`src/rtl/vga_frame_scanner_if.sv`:
```
// vga_frame_scanner_if: raster position, compositor address/hit and sprite-ROM bus
interface vga_frame_scanner_if;
  logic [9:0] h_cnt;
  logic [9:0] v_cnt;
  logic [16:0] pixel_addr;
  logic notBlank;
  logic [16:0] rom_addr;
  logic [11:0] rom_data;
  modport master (output h_cnt, v_cnt, rom_addr, input pixel_addr, notBlank, rom_data);
  modport slave (input h_cnt, v_cnt, rom_addr, output pixel_addr, notBlank, rom_data);
endinterface

```
`src/rtl/vga_frame_scanner.sv`:
```
// vga_frame_scanner: raster timing, sprite-ROM read and latency-aligned VGA output
module vga_frame_scanner #(
  parameter int CLK_DIV = 4,
  parameter int H_VIS = 640,
  parameter int H_FP = 16,
  parameter int H_SYNC = 96,
  parameter int H_BP = 48,
  parameter int V_VIS = 480,
  parameter int V_FP = 10,
  parameter int V_SYNC = 2,
  parameter int V_BP = 33,
  parameter int ROM_LAT = 1,
  parameter logic [11:0] BG_COLOR = 12'h000
) (
  input logic clk,
  input logic rst,
  vga_frame_scanner_if.master bus,
  output logic [3:0] vga_r,
  output logic [3:0] vga_g,
  output logic [3:0] vga_b,
  output logic hsync,
  output logic vsync,
  output logic frame_tick
);
  localparam int H_TOT = H_VIS + H_FP + H_SYNC + H_BP;
  localparam int V_TOT = V_VIS + V_FP + V_SYNC + V_BP;
  localparam int D = 1 + ROM_LAT;
  localparam int DW = CLK_DIV > 1 ? $clog2(CLK_DIV) : 1;
  logic [DW-1:0] div;
  logic pix_en, h_end, v_end, vis0, hs0, vs0;
  logic [D-1:0] vis_p, hs_p, vs_p, nb_p;
  assign pix_en = div == DW'(CLK_DIV - 1);
  assign h_end = bus.h_cnt == 10'(H_TOT - 1);
  assign v_end = bus.v_cnt == 10'(V_TOT - 1);
  assign vis0 = (bus.h_cnt < 10'(H_VIS)) && (bus.v_cnt < 10'(V_VIS));
  assign hs0 = !((bus.h_cnt >= 10'(H_VIS + H_FP)) && (bus.h_cnt < 10'(H_VIS + H_FP + H_SYNC)));
  assign vs0 = !((bus.v_cnt >= 10'(V_VIS + V_FP)) && (bus.v_cnt < 10'(V_VIS + V_FP + V_SYNC)));
  // pixel-rate divider producing a one-clk pix_en
  always_ff @(posedge clk)
    if (rst) div <= '0;
    else div <= pix_en ? '0 : div + DW'(1);
  // raster counters; v advances on the h wrap, both wrap together at frame end
  always_ff @(posedge clk)
    if (rst) begin
      bus.h_cnt <= '0;
      bus.v_cnt <= '0;
    end else if (pix_en) begin
      bus.h_cnt <= h_end ? 10'd0 : bus.h_cnt + 10'd1;
      if (h_end) bus.v_cnt <= v_end ? 10'd0 : bus.v_cnt + 10'd1;
    end
  // ROM address capture and timing shift register matching the ROM latency
  always_ff @(posedge clk)
    if (rst) begin
      bus.rom_addr <= '0;
      vis_p <= '0;
      hs_p <= '1;
      vs_p <= '1;
      nb_p <= '0;
    end else if (pix_en) begin
      bus.rom_addr <= bus.pixel_addr;
      vis_p <= {vis_p[D-2:0], vis0};
      hs_p <= {hs_p[D-2:0], hs0};
      vs_p <= {vs_p[D-2:0], vs0};
      nb_p <= {nb_p[D-2:0], bus.notBlank};
    end
  // output register: colour mux and syncs from the same stage, plus frame tick
  always_ff @(posedge clk)
    if (rst) begin
      {vga_r, vga_g, vga_b} <= 12'h000;
      hsync <= 1'b1;
      vsync <= 1'b1;
      frame_tick <= 1'b0;
    end else begin
      frame_tick <= pix_en && h_end && (bus.v_cnt == 10'(V_VIS - 1));
      if (pix_en) begin
        {vga_r, vga_g, vga_b} <= vis_p[D-1] ? (nb_p[D-1] ? bus.rom_data : BG_COLOR) : 12'h000;
        hsync <= hs_p[D-1];
        vsync <= vs_p[D-1];
      end
    end
endmodule

```
`src/flat_wrapper.sv`:
```
// flat-port wrapper written by rule: the top's interface ports become plain ports
module vga_frame_scanner_flat 
#(
  parameter int CLK_DIV = 4,
  parameter int H_VIS = 640,
  parameter int H_FP = 16,
  parameter int H_SYNC = 96,
  parameter int H_BP = 48,
  parameter int V_VIS = 480,
  parameter int V_FP = 10,
  parameter int V_SYNC = 2,
  parameter int V_BP = 33,
  parameter int ROM_LAT = 1,
  parameter logic [11:0] BG_COLOR = 12'h000
)
  (clk, rst, vga_r, vga_g, vga_b, hsync, vsync, frame_tick, bus_h_cnt, bus_v_cnt, bus_rom_addr, bus_pixel_addr, bus_notBlank, bus_rom_data);
  vga_frame_scanner_if bus_i ();
  input logic clk;
  input logic rst;
  output logic [3:0] vga_r;
  output logic [3:0] vga_g;
  output logic [3:0] vga_b;
  output logic hsync;
  output logic vsync;
  output logic frame_tick;
  output wire logic [$bits(bus_i.h_cnt)-1:0] bus_h_cnt;
  output wire logic [$bits(bus_i.v_cnt)-1:0] bus_v_cnt;
  output wire logic [$bits(bus_i.rom_addr)-1:0] bus_rom_addr;
  input wire logic [$bits(bus_i.pixel_addr)-1:0] bus_pixel_addr;
  input wire logic [$bits(bus_i.notBlank)-1:0] bus_notBlank;
  input wire logic [$bits(bus_i.rom_data)-1:0] bus_rom_data;
  assign bus_h_cnt = bus_i.h_cnt;
  assign bus_v_cnt = bus_i.v_cnt;
  assign bus_rom_addr = bus_i.rom_addr;
  assign bus_i.pixel_addr = bus_pixel_addr;
  assign bus_i.notBlank = bus_notBlank;
  assign bus_i.rom_data = bus_rom_data;
  vga_frame_scanner #(.CLK_DIV(CLK_DIV), .H_VIS(H_VIS), .H_FP(H_FP), .H_SYNC(H_SYNC), .H_BP(H_BP), .V_VIS(V_VIS), .V_FP(V_FP), .V_SYNC(V_SYNC), .V_BP(V_BP), .ROM_LAT(ROM_LAT), .BG_COLOR(BG_COLOR)) u_core (.clk(clk), .rst(rst), .bus(bus_i), .vga_r(vga_r), .vga_g(vga_g), .vga_b(vga_b), .hsync(hsync), .vsync(vsync), .frame_tick(frame_tick));
endmodule
```
`config.mk`:
```
export PLATFORM = sky130hd
export DESIGN_NAME = vga_frame_scanner_flat
export DESIGN_NICKNAME = d
export VERILOG_FILES = /design/src/rtl/vga_frame_scanner_if.sv /design/src/rtl/vga_frame_scanner.sv /design/src/flat_wrapper.sv
export SDC_FILE = /design/constraint.sdc
export NUM_CORES = 1
export LEC_CHECK = 0
export CORE_ASPECT_RATIO = 1.4
export CORE_MARGIN = 1
export CORE_UTILIZATION = 43
export DETAILED_ROUTE_END_ITERATION = 7
export GPL_TIMING_DRIVEN = 0
export HOLD_SLACK_MARGIN = 0.02
export PLACE_DENSITY = 0.76
export SLEW_MARGIN = 20
export SYNTH_ARGS = -nofsm -noshare
export SYNTH_HDL_FRONTEND = slang
export SYNTH_SLANG_ARGS = --single-unit
```
`constraint.sdc`:
```
create_clock -name clk -period 5.5 [get_ports clk]
set_input_delay 1.1 -clock clk [delete_from_list [all_inputs] [get_ports clk]]
set_output_delay 1.1 -clock clk [all_outputs]
set_load 0.02 [all_outputs]
```
==> flow_metrics.py, run 1 <==
metrics = {
    "outcome": {
        "status": "complete, no violations",
    },
    "critical_path": {
        "path_max_fanout": 8,
        "r2r_slack_ns": 3.50,
        "slowest_delay_ns": 0.67,
        "crit_path_cell_trace": "clkdlybuf4s50_1",
        "crit_end": "bus_h_cnt[7]",
        "crit_slowest_cell": "clkdlybuf4s50_1",
        "r2r_cells": 5,
        "critPathLaunchType": "flip-flop",
        "worstPathRequired_ns": 4.40,
        "r2r-end": "u_core.bus.v_cnt[2]$_SDFFE_PP0P_",
        "crit_buf_inv": 1,
        "criticalPathCategory": "flip-flop to primary output",
        "critical-path-top-delay-family": "buffers and inverters",
        "worst-path-stages": 1,
        "crit_start": "u_core.bus.h_cnt[7]$_SDFFE_PP0P_",
        "worstPathArrival_ns": 1.52,
        "regToRegStartpoint": "u_core.bus.h_cnt[0]$_SDFFE_PP0P_",
        "cp-end-kind": "primary output",
    },
    "power_and_ir_drop": {
        "vdd_drop_max_mv": 0.1538,
        "power.density_nw_per_um2": 248.1,
        "power_leakage_nw": 1.286,
    },
    "drt": {
        "drt-wirelength-per-cell_um": 13.82,
        "drt-initial-drc-count": 125,
        "vias": 2225,
        "firstDrtPassIters": 4,
        "postRouteAntennaNets": 0,
        "vias_per_cell": 5.235,
        "drc": 0,
        "drt_wl_total_um": 5872,
    },
    "global_route": {
        "grt_pass1_vias": 2182,
        "grt_first_pass_wirelength_um": 9584,
        "grt.total_usage": 0.2000,
        "grt.overflow.total": 0,
        "grt_max_degree": 12,
        "antenna_found_initial": 0,
    },
    "sta": {
        "fin_setup_tns_ns": 0,
        "timing.final.crit_share": 0.4764,
        "drv_slew": 0,
        "maxSlewHeadroom": 0.5340,
        "clock.fmax_mhz": 381.6,
        "finalSetupViolCount": 0,
        "tightest_slew_ns": 0.6990,
        "finalHoldViolations": 0,
        "rsz0062_at_grt": "false",
        "layout_min_cycle_time_ns": 2.620,
        "finClkSkew_ns": 0.007695,
    },
    "placement": {
        "hpwl_um": 4320,
        "gp_congestion": 0.8094,
        "io_buffers": 83,
        "place_area_um2": 3468,
        "dp.cells": 409,
    },
    "floorplanning": {
        "die_w_um": 67.12,
        "row_count": 32,
        "core_area_um2": 5605,
        "die_y_um": 93.16,
        "start_util": 0.4554,
        "die_area_um2": 6252,
        "io_pins": 84,
    },
    "yosys": {
        "synth.ff_latch_count": 62,
        "ys.flop_type": "dfxtp_1",
        "ys_warn_count": 0,
        "synth_cell_types": 48,
        "syn-num-nets": 295,
        "ys_seq_area_frac": 0.4863,
        "synthArstFlopShare": 0,
        "syn-cell-area_um2": 2552,
        "synth_edf_count": 0,
        "avgSynthCellArea_um2": 9.893,
        "syn-instance-count": 258,
    },
    "layout": {
        "fillers": 513,
        "final_area_um2": 3643,
        "instances_no_fill": 425,
        "drive_gt1_frac": 0.09804,
        "fin_nets": 389,
        "syn_to_final_growth_pct": 42.74,
        "final_core_util": 0.6500,
        "antenna_cells": 0,
    },
    "clocking": {
        "cts_buffers": 9,
        "clk_path_buf_depth": 2,
        "h-tree-depth": 3,
        "cts.clk_slew.worst_paths_ns": 0.07,
        "cts_tree": "done",
        "cts_setup_buffers": 0,
        "cts_num_sinks": 62,
        "cts.repair.resized": 0,
        "clock_latency_ns": 0.33,
        "clock-root-buffer": "clkbuf_8",
        "hold_buffers": 0,
    },
    "flow_run": {
        "drv_cap": 0,
    },
    "min_path": {
        "holdPathStages": 1,
        "worst_hold_path_type": "flip-flop to flip-flop",
    },
}
==> state kept, by name (all words and copies together) (netlist names) <==
register,count
u_core.bus.rom_addr,17
u_core.bus.h_cnt,10
u_core.bus.v_cnt,10
u_core.vga_b,4
u_core.vga_g,4
u_core.vga_r,4
u_core.div,2
u_core.hs_p,2
u_core.nb_p,2
u_core.vis_p,2
u_core.vs_p,2
u_core.frame_tick,1
u_core.hsync,1
u_core.vsync,1
==> through the flow <==
stage                     hold WS (ns)  setup slack [ns]  total power [mW]
after floorplan                 0.3977             3.517            0.5195
after global placement          0.4080             2.743            0.5642
after detailed placement        0.4154             2.697            0.5659
after CTS                       0.4229             2.874            0.9147
after global routing            0.4772             2.825            0.9436
final                           0.4178             2.880            0.9040
==> how the worst min path moves through the flow <==
stage / end / from / slack (ns)
after floorplan: u_core.div[0]$_SDFF_PP0_ / u_core.div[0]$_SDFF_PP0_ / 0.40
after CTS: u_core.div[0]$_SDFF_PP0_ / u_core.div[0]$_SDFF_PP0_ / 0.42
final: u_core.div[0]$_SDFF_PP0_ / u_core.div[0]$_SDFF_PP0_ / 0.42
after global placement: u_core.div[0]$_SDFF_PP0_ / u_core.div[0]$_SDFF_PP0_ / 0.41
after global routing: u_core.div[0]$_SDFF_PP0_ / u_core.div[0]$_SDFF_PP0_ / 0.48
after detailed placement: u_core.div[0]$_SDFF_PP0_ / u_core.div[0]$_SDFF_PP0_ / 0.42
==> Yosys cell counts (2+ instances only) <==
master	number	area [µm²]
nor4_1	2	12.51
buf_4	2	15.01
o31ai_1	2	15.01
dfxtp_1	62	1241
a21oi_1	10	50.05
nand4_1	7	43.79
ha_1	5	62.56
and3_1	2	12.51
nor3_1	14	70.07
inv_1	4	15.01
a22o_1	12	105.1
xor2_1	6	52.55
o21ai_0	5	25.02
buf_2	4	20.02
or3_2	2	15.01
nand2_1	9	33.78
xnor2_1	4	35.03
clkbuf_1	9	33.78
nand4b_1	2	17.52
and4_1	2	17.52
or3_1	2	12.51
and3_2	2	15.01
a211o_1	4	35.03
mux2i_1	20	200.2
nor2_1	27	101.4
nand2b_1	2	12.51
nand3_1	11	55.05
nor2b_1	4	25.02
buf_1	2	7.510
==> logic make-up after synthesis <==
| group | share of synthesized area |
|---|---|
| AO/OA/AOI/OAI | 0.09902 |
| AND/OR/NAND/NOR | 0.2353 |
| buffers and inverters | 0.04215 |
| multiplexers | 0.07843 |
| adder cells (fa/ha/maj) | 0.02451 |
| XOR/XNOR | 0.03431 |
| flip-flops | 0.4863 |
==> area by class of cell <==
class / count / area (µm²) / area share
Multi-Input combinational cell: 173 / 1204 / 0.3304
Clock inverter: 6 / 37.54 / 0.01030
Tap cell: 68 / 85.08 / 0.02335
Timing Repair Buffer: 83 / 830.8 / 0.2280
Inverter: 4 / 15.01 / 0.004121
Buffer: 19 / 92.59 / 0.02541
Sequential cell: 62 / 1241 / 0.3407
Clock buffer: 10 / 137.6 / 0.03777
==> report_power, final <==
part / switching [mW] / total [mW] / internal (mW)
Combinational: 0.0410 / 0.0889 / 0.0479
Sequential: 0.00579 / 0.466 / 0.460
Clock: 0.176 / 0.349 / 0.173
Total: 0.223 / 0.904 / 0.681
==> layout by cell type, fill, tap and decap left out, types with 3 or more instances in the layout <==
cell type	instances
clkbuf_1	9
buf_2	4
nand2_1	9
dfxtp_1	62
nand4_1	7
a211o_1	4
nor2_1	27
a22o_1	12
xor2_1	6
o21ai_0	5
ha_1	5
nor2b_1	4
xnor2_1	4
nand3_1	11
a21oi_1	10
clkbuf_8	10
nor3_1	14
inv_1	4
clkinv_2	3
clkdlybuf4s50_1	83
clkinvlp_4	3
mux2i_1	20
==> metal layers <==
metal / up-vias / part of all wire / track usage / wire, µm
met2: 63 / 0.52 / 0.3500 / 3068
met4: 0 / 0.0063 / 0.07447 / 37
met5: - / 0 / 0 / 0
met1: 1052 / 0.41 / 0.2142 / 2414
li1: 1106 / - / - / -
met3: 4 / 0.060 / 0.06951 / 352
Power figures use the tool's default switching activity.
==> run 2: changes to the inputs <==
--- a/config.mk
+++ b/config.mk
@@ -7,7 +7,7 @@
 export LEC_CHECK = 0
 export CORE_ASPECT_RATIO = 1.4
 export CORE_MARGIN = 1
-export CORE_UTILIZATION = 43
+export CORE_UTILIZATION = 41
 export DETAILED_ROUTE_END_ITERATION = 7
 export GPL_TIMING_DRIVEN = 0
 export HOLD_SLACK_MARGIN = 0.02
==> constraint.sdc (replaced) <==
create_clock -name clk -period 2.2 [get_ports clk]
set_input_delay 0.44 -clock clk [delete_from_list [all_inputs] [get_ports clk]]
set_output_delay 0.44 -clock clk [all_outputs]
set_load 0.02 [all_outputs]
==> flow_metrics.py, run 2 (same netlist as run 1, synthesis figures left out) <==
metrics = {
    "outcome": {
        "status": "complete, no violations",
    },
    "critical_path": {
        "worstPathArrival_ns": 2.22,
        "crit_path_cell_trace": "ha_1 -> and4bb_1 -> nand3_1 -> o21bai_1 -> nor2_1",
        "criticalPathCategory": "flip-flop to flip-flop",
        "critical-path-top-delay-family": "simple AND/OR/NAND/NOR gates",
        "cp-end-kind": "flip-flop",
        "path_max_fanout": 6,
        "critPathLaunchType": "flip-flop",
        "slowest_delay_ns": 0.51,
        "crit_slowest_cell": "o21bai_1",
        "crit_buf_inv": 0,
        "worstPathRequired_ns": 2.41,
    },
    "clocking": {
        "cts_buffers": 9,
        "h-tree-depth": 3,
        "hold_buffers": 0,
        "clock_latency_ns": 0.34,
        "cts_num_sinks": 62,
        "clock-root-buffer": "clkbuf_8",
        "cts.repair.resized": 0,
        "clk_path_buf_depth": 2,
        "cts_tree": "done",
        "cts.clk_slew.worst_paths_ns": 0.07,
        "cts_setup_buffers": 0,
    },
    "layout": {
        "fin_nets": 389,
        "top_register": "u_core.bus.rom_addr",
        "antenna_cells": 0,
        "reg_top3": "u_core.bus.rom_addr x17, u_core.bus.h_cnt x10, u_core.bus.v_cnt x10",
        "largest_reg_flops": 17,
        "final_common_cell": "clkdlybuf4s50_1",
        "fillers": 537,
        "final_cell_mix": "clkdlybuf4s50_1, dfxtp_1, nor2_1",
        "drive_gt1_frac": 0.09524,
        "syn_to_final_growth_pct": 42.50,
    },
    "sta": {
        "finalWorstSetupSlack_ns": 0.1867,
        "rsz0062_at_grt": "false",
        "finalHoldViolations": 0,
        "drv_slew": 0,
        "finClkSkew_ns": 0.008781,
        "timing.final.crit_share": 0.9151,
        "layout_min_cycle_time_ns": 2.013,
        "tightest_slew_ns": 0.6638,
        "maxSlewHeadroom": 0.5575,
        "finalSetupViolCount": 0,
        "clock.fmax_mhz": 496.7,
        "timing.hold.ws_ns": 0.4210,
        "fin_setup_tns_ns": 0,
    },
    "placement": {
        "io_buffers": 83,
        "hpwl_um": 4194,
        "dp_worst_setup_slack_ns": 0.06998,
        "gp_congestion": 0.8075,
    },
    "global_route": {
        "grt_first_pass_wirelength_um": 9425,
        "grt_max_degree": 11,
        "grt_pass1_vias": 2113,
        "grt_util_met2": 0.3031,
        "grt_util_met1": 0.2310,
        "grt.total_usage": 0.1938,
        "antenna_found_initial": 0,
        "grt_busiest_layer": "met2",
        "grt_use_met3": 0.06340,
        "grt.overflow.total": 0,
    },
    "drt": {
        "drt_wl_total_um": 5810,
        "firstDrtPassIters": 4,
        "vias_per_cell": 5.239,
        "postRouteAntennaNets": 0,
        "drt-initial-drc-count": 136,
        "drc": 0,
        "drt-wirelength-per-cell_um": 13.61,
        "vias": 2237,
    },
    "power_and_ir_drop": {
        "switching_share": 0.2409,
        "power_leakage_nw": 1.294,
        "vdd_drop_max_mv": 0.4169,
        "intPower_mw": 1.700,
        "finalPower_mw": 2.239,
        "clock_power_share": 0.380,
        "net-switching-power_mw": 0.5393,
        "pwr-share-seq": 0.521,
        "combPwrFrac": 0.099,
        "power.density_nw_per_um2": 615.5,
    },
    "floorplanning": {
        "row_count": 33,
        "die_y_um": 95.36,
        "start_util": 0.4293,
        "die_area_um2": 6550,
        "io_pins": 84,
        "die_w_um": 68.69,
        "core_area_um2": 5946,
    },
    "flow_run": {
        "drv_cap": 0,
    },
    "min_path": {
        "worst_hold_path_type": "flip-flop to flip-flop",
    },
}
==> run 2: changes by cell type in the layout (fill, tap and decap cells not counted) <==
cell | before | now
clkbuf_1 | 9 | 10
clkinv_2 | 3 | 5
clkinvlp_4 | 3 | 0
==> run 2: worst register-to-register path: stages, from the launching register on <==
cell	delay, ns
dfxtp_1	0.44
ha_1	0.31
and4bb_1	0.32
nand3_1	0.20
o21bai_1	0.51
nor2_1	0.10
==> run 2: power by group through the flow <==
stage	Clock (mW)	Sequential, mW	Combinational [mW]
after global routing	0.928	1.17	0.243
after global placement	0	1.19	0.220
after detailed placement	0	1.19	0.224
after floorplan	0	1.21	0.0875
final	0.851	1.17	0.222
after CTS	0.877	1.17	0.225
==> run 2: metrics by stage <==
step                utilization  cells  cell area [µm²]
floorplan                     -    258             2552
global placement         0.5838    411             3471
detailed placement       0.5838    411             3471
CTS                      0.6117    427             3637
global route             0.6117    427             3637
finish                   0.6117    427             3637
==> run 2: worst paths after layout <==
kind                                                         end                             start  cells after the start  slack (ns)
worst max register to register  u_core.bus.v_cnt[2]$_SDFFE_PP0P_  u_core.bus.h_cnt[0]$_SDFFE_PP0P_                      5        0.19
worst max-delay path            u_core.bus.v_cnt[2]$_SDFFE_PP0P_  u_core.bus.h_cnt[0]$_SDFFE_PP0P_                      5        0.19
worst min register to register          u_core.div[0]$_SDFF_PP0_          u_core.div[0]$_SDFF_PP0_                      1        0.42
worst min-delay path                    u_core.div[0]$_SDFF_PP0_          u_core.div[0]$_SDFF_PP0_                      1        0.42
==> run 2: layout make-up <==
cell class / count / area, µm² / area share
inverter: 4 / 15.01 / 0.004128
timing repair buffer: 83 / 830.8 / 0.2284
buffer: 19 / 92.59 / 0.02546
clock inverter: 5 / 25.02 / 0.006880
clock buffer: 11 / 141.4 / 0.03887
tap: 70 / 87.58 / 0.02408
sequential: 62 / 1241 / 0.3412
multi-input combinational: 173 / 1204 / 0.3309
==> run 2: metal layers <==
layer  wire length [µm]  share of wire  vias up
met5                  0              0        -
met4                134          0.023        0
met3                354          0.061       13
met2               2741           0.47       70
met1               2579           0.44     1046
li1                   -              -     1108
==> run 3: changes to the inputs <==
--- a/config.mk
+++ b/config.mk
@@ -6,7 +6,7 @@
 export NUM_CORES = 1
 export LEC_CHECK = 0
 export CORE_ASPECT_RATIO = 1.4
-export CORE_MARGIN = 1
+export CORE_MARGIN = 2
 export CORE_UTILIZATION = 41
 export DETAILED_ROUTE_END_ITERATION = 7
 export GPL_TIMING_DRIVEN = 0
==> flow_metrics.py, run 3 (same netlist as run 1, synthesis figures left out) <==
metrics = {
    "outcome": {
        "status": "complete, no violations",
    },
    "sta": {
        "layout_min_cycle_time_ns": 2.018,
        "finalHoldViolations": 0,
        "clock.fmax_mhz": 495.5,
        "timing.final.crit_share": 0.9173,
        "rsz0062_at_grt": "false",
        "fin_setup_tns_ns": 0,
        "finalSetupViolCount": 0,
        "tightest_slew_ns": 0.6911,
        "maxSlewHeadroom": 0.5393,
        "timing.hold.ws_ns": 0.4243,
        "drv_slew": 0,
        "finClkSkew_ns": 0.009042,
    },
    "placement": {
        "hpwl_um": 4330,
        "io_buffers": 83,
        "gp_congestion": 0.8146,
    },
    "drt": {
        "drt-initial-drc-count": 147,
        "drt-wirelength-per-cell_um": 13.86,
        "firstDrtPassIters": 4,
        "drc": 0,
        "vias_per_cell": 5.224,
        "drt_wl_total_um": 5944,
        "vias": 2241,
        "postRouteAntennaNets": 0,
    },
    "clocking": {
        "cts.clk_slew.worst_paths_ns": 0.07,
        "clock-root-buffer": "clkbuf_8",
        "cts.repair.resized": 0,
        "clk_path_buf_depth": 2,
        "cts_num_sinks": 62,
        "cts_buffers": 9,
        "hold_buffers": 0,
        "h-tree-depth": 3,
        "cts_setup_buffers": 0,
        "cts_tree": "done",
        "clock_latency_ns": 0.33,
    },
    "critical_path": {
        "criticalPathCategory": "flip-flop to flip-flop",
        "cp-end-kind": "flip-flop",
        "worstPathRequired_ns": 2.46,
        "worstPathArrival_ns": 2.27,
        "path_max_fanout": 6,
        "critPathLaunchType": "flip-flop",
        "r2r_cells": 5,
    },
    "min_path": {
        "worst_hold_path_type": "flip-flop to flip-flop",
        "holdPathStages": 1,
    },
    "global_route": {
        "grt_util_met1": 0.2001,
        "grt_util_met2": 0.3178,
        "antenna_found_initial": 0,
        "grt.overflow.total": 0,
        "grt.total_usage": 0.1790,
        "grt_pass1_vias": 2244,
        "grt_use_met3": 0.03942,
        "grt_max_degree": 11,
        "grt_first_pass_wirelength_um": 10140,
        "grt_busiest_layer": "met2",
    },
    "power_and_ir_drop": {
        "finalPower_mw": 2.607,
        "vdd_drop_max_mv": 0.4139,
        "power_leakage_nw": 1.331,
        "power.density_nw_per_um2": 699.6,
    },
    "floorplanning": {
        "start_util": 0.4167,
        "die_w_um": 70.69,
        "row_count": 34,
        "die_area_um2": 6882,
        "core_area_um2": 6126,
        "die_y_um": 97.36,
        "io_pins": 84,
    },
    "layout": {
        "top_register": "u_core.bus.rom_addr",
        "reg_top3": "u_core.bus.rom_addr x17, u_core.bus.h_cnt x10, u_core.bus.v_cnt x10",
        "final_cell_mix": "clkdlybuf4s50_1, dfxtp_1, nor2_1",
        "drive_gt1_frac": 0.09804,
        "final_common_cell": "clkdlybuf4s50_1",
        "area.sequential_um2": 1241,
        "largest_reg_flops": 17,
        "syn_to_final_growth_pct": 45.98,
        "multiInputGateArea_um2": 1204,
        "fillers": 551,
        "antenna_cells": 0,
        "fin_nets": 389,
    },
    "flow_run": {
        "drv_cap": 0,
    },
}
==> run 3: cell types whose count changed in the layout (fill, tap and decap cells not counted) <==
cell	change
clkbuf_1	-1
clkbuf_8	+4
clkinv_2	-5
bufinv_16	+2
==> run 3: cell type report <==
type / instances / area share
Buffer: 19 / 0.02485
Clock buffer: 14 / 0.05171
Clock inverter: 2 / 0.01612
Inverter: 4 / 0.004030
Multi-Input combinational cell: 173 / 0.3230
Sequential cell: 62 / 0.3331
Tap cell: 72 / 0.02418
Timing Repair Buffer: 83 / 0.2230
==> run 3: metal layers <==
metal,part of all wire,vias to the layer above
met5,0,-
met1,0.41,1056
met3,0.052,13
li1,-,1109
met4,0.018,0
met2,0.52,63
==> run 3: path summary, 6_finish.rpt <==
kind | slack (ns) | from | endpoint
setup / recovery | 0.18 | u_core.bus.h_cnt[0]$_SDFFE_PP0P_ | u_core.bus.v_cnt[6]$_SDFFE_PP0P_
hold / removal | 0.42 | u_core.div[0]$_SDFF_PP0_ | u_core.div[0]$_SDFF_PP0_
setup reg to reg | 0.18 | u_core.bus.h_cnt[0]$_SDFFE_PP0P_ | u_core.bus.v_cnt[6]$_SDFFE_PP0P_
hold reg to reg | 0.42 | u_core.div[0]$_SDFF_PP0_ | u_core.div[0]$_SDFF_PP0_
==> run 3: per-stage QoR <==
stage / instances / area [µm²] / setup slack [ns] / utilization
2_1_floorplan: 258 / 2552 / 0.3272 / -
3_3_place_gp: 413 / 3473 / 0.1407 / 0.5670
3_5_place_dp: 413 / 3473 / 0.06418 / 0.5670
4_1_cts: 429 / 3726 / 0.1786 / 0.6083
5_1_grt: 429 / 3726 / 0.03392 / 0.6083
6_report: 429 / 3726 / 0.1818 / 0.6083
==> run 3: worst max-delay path, cell delays in order, from the launching register on <==
cell	delay, ns
dfxtp_1	0.43
ha_1	0.32
and4bb_1	0.32
nand4_2	0.20
or4b_1	0.50
a21oi_1	0.17
==> run 3: power breakdown <==
| group | total, mW | switching (mW) | internal, mW |
|---|---|---|---|
| clock | 1.22 | 0.427 | 0.794 |
| combinational | 0.221 | 0.101 | 0.120 |
| sequential | 1.16 | 0.0144 | 1.15 |
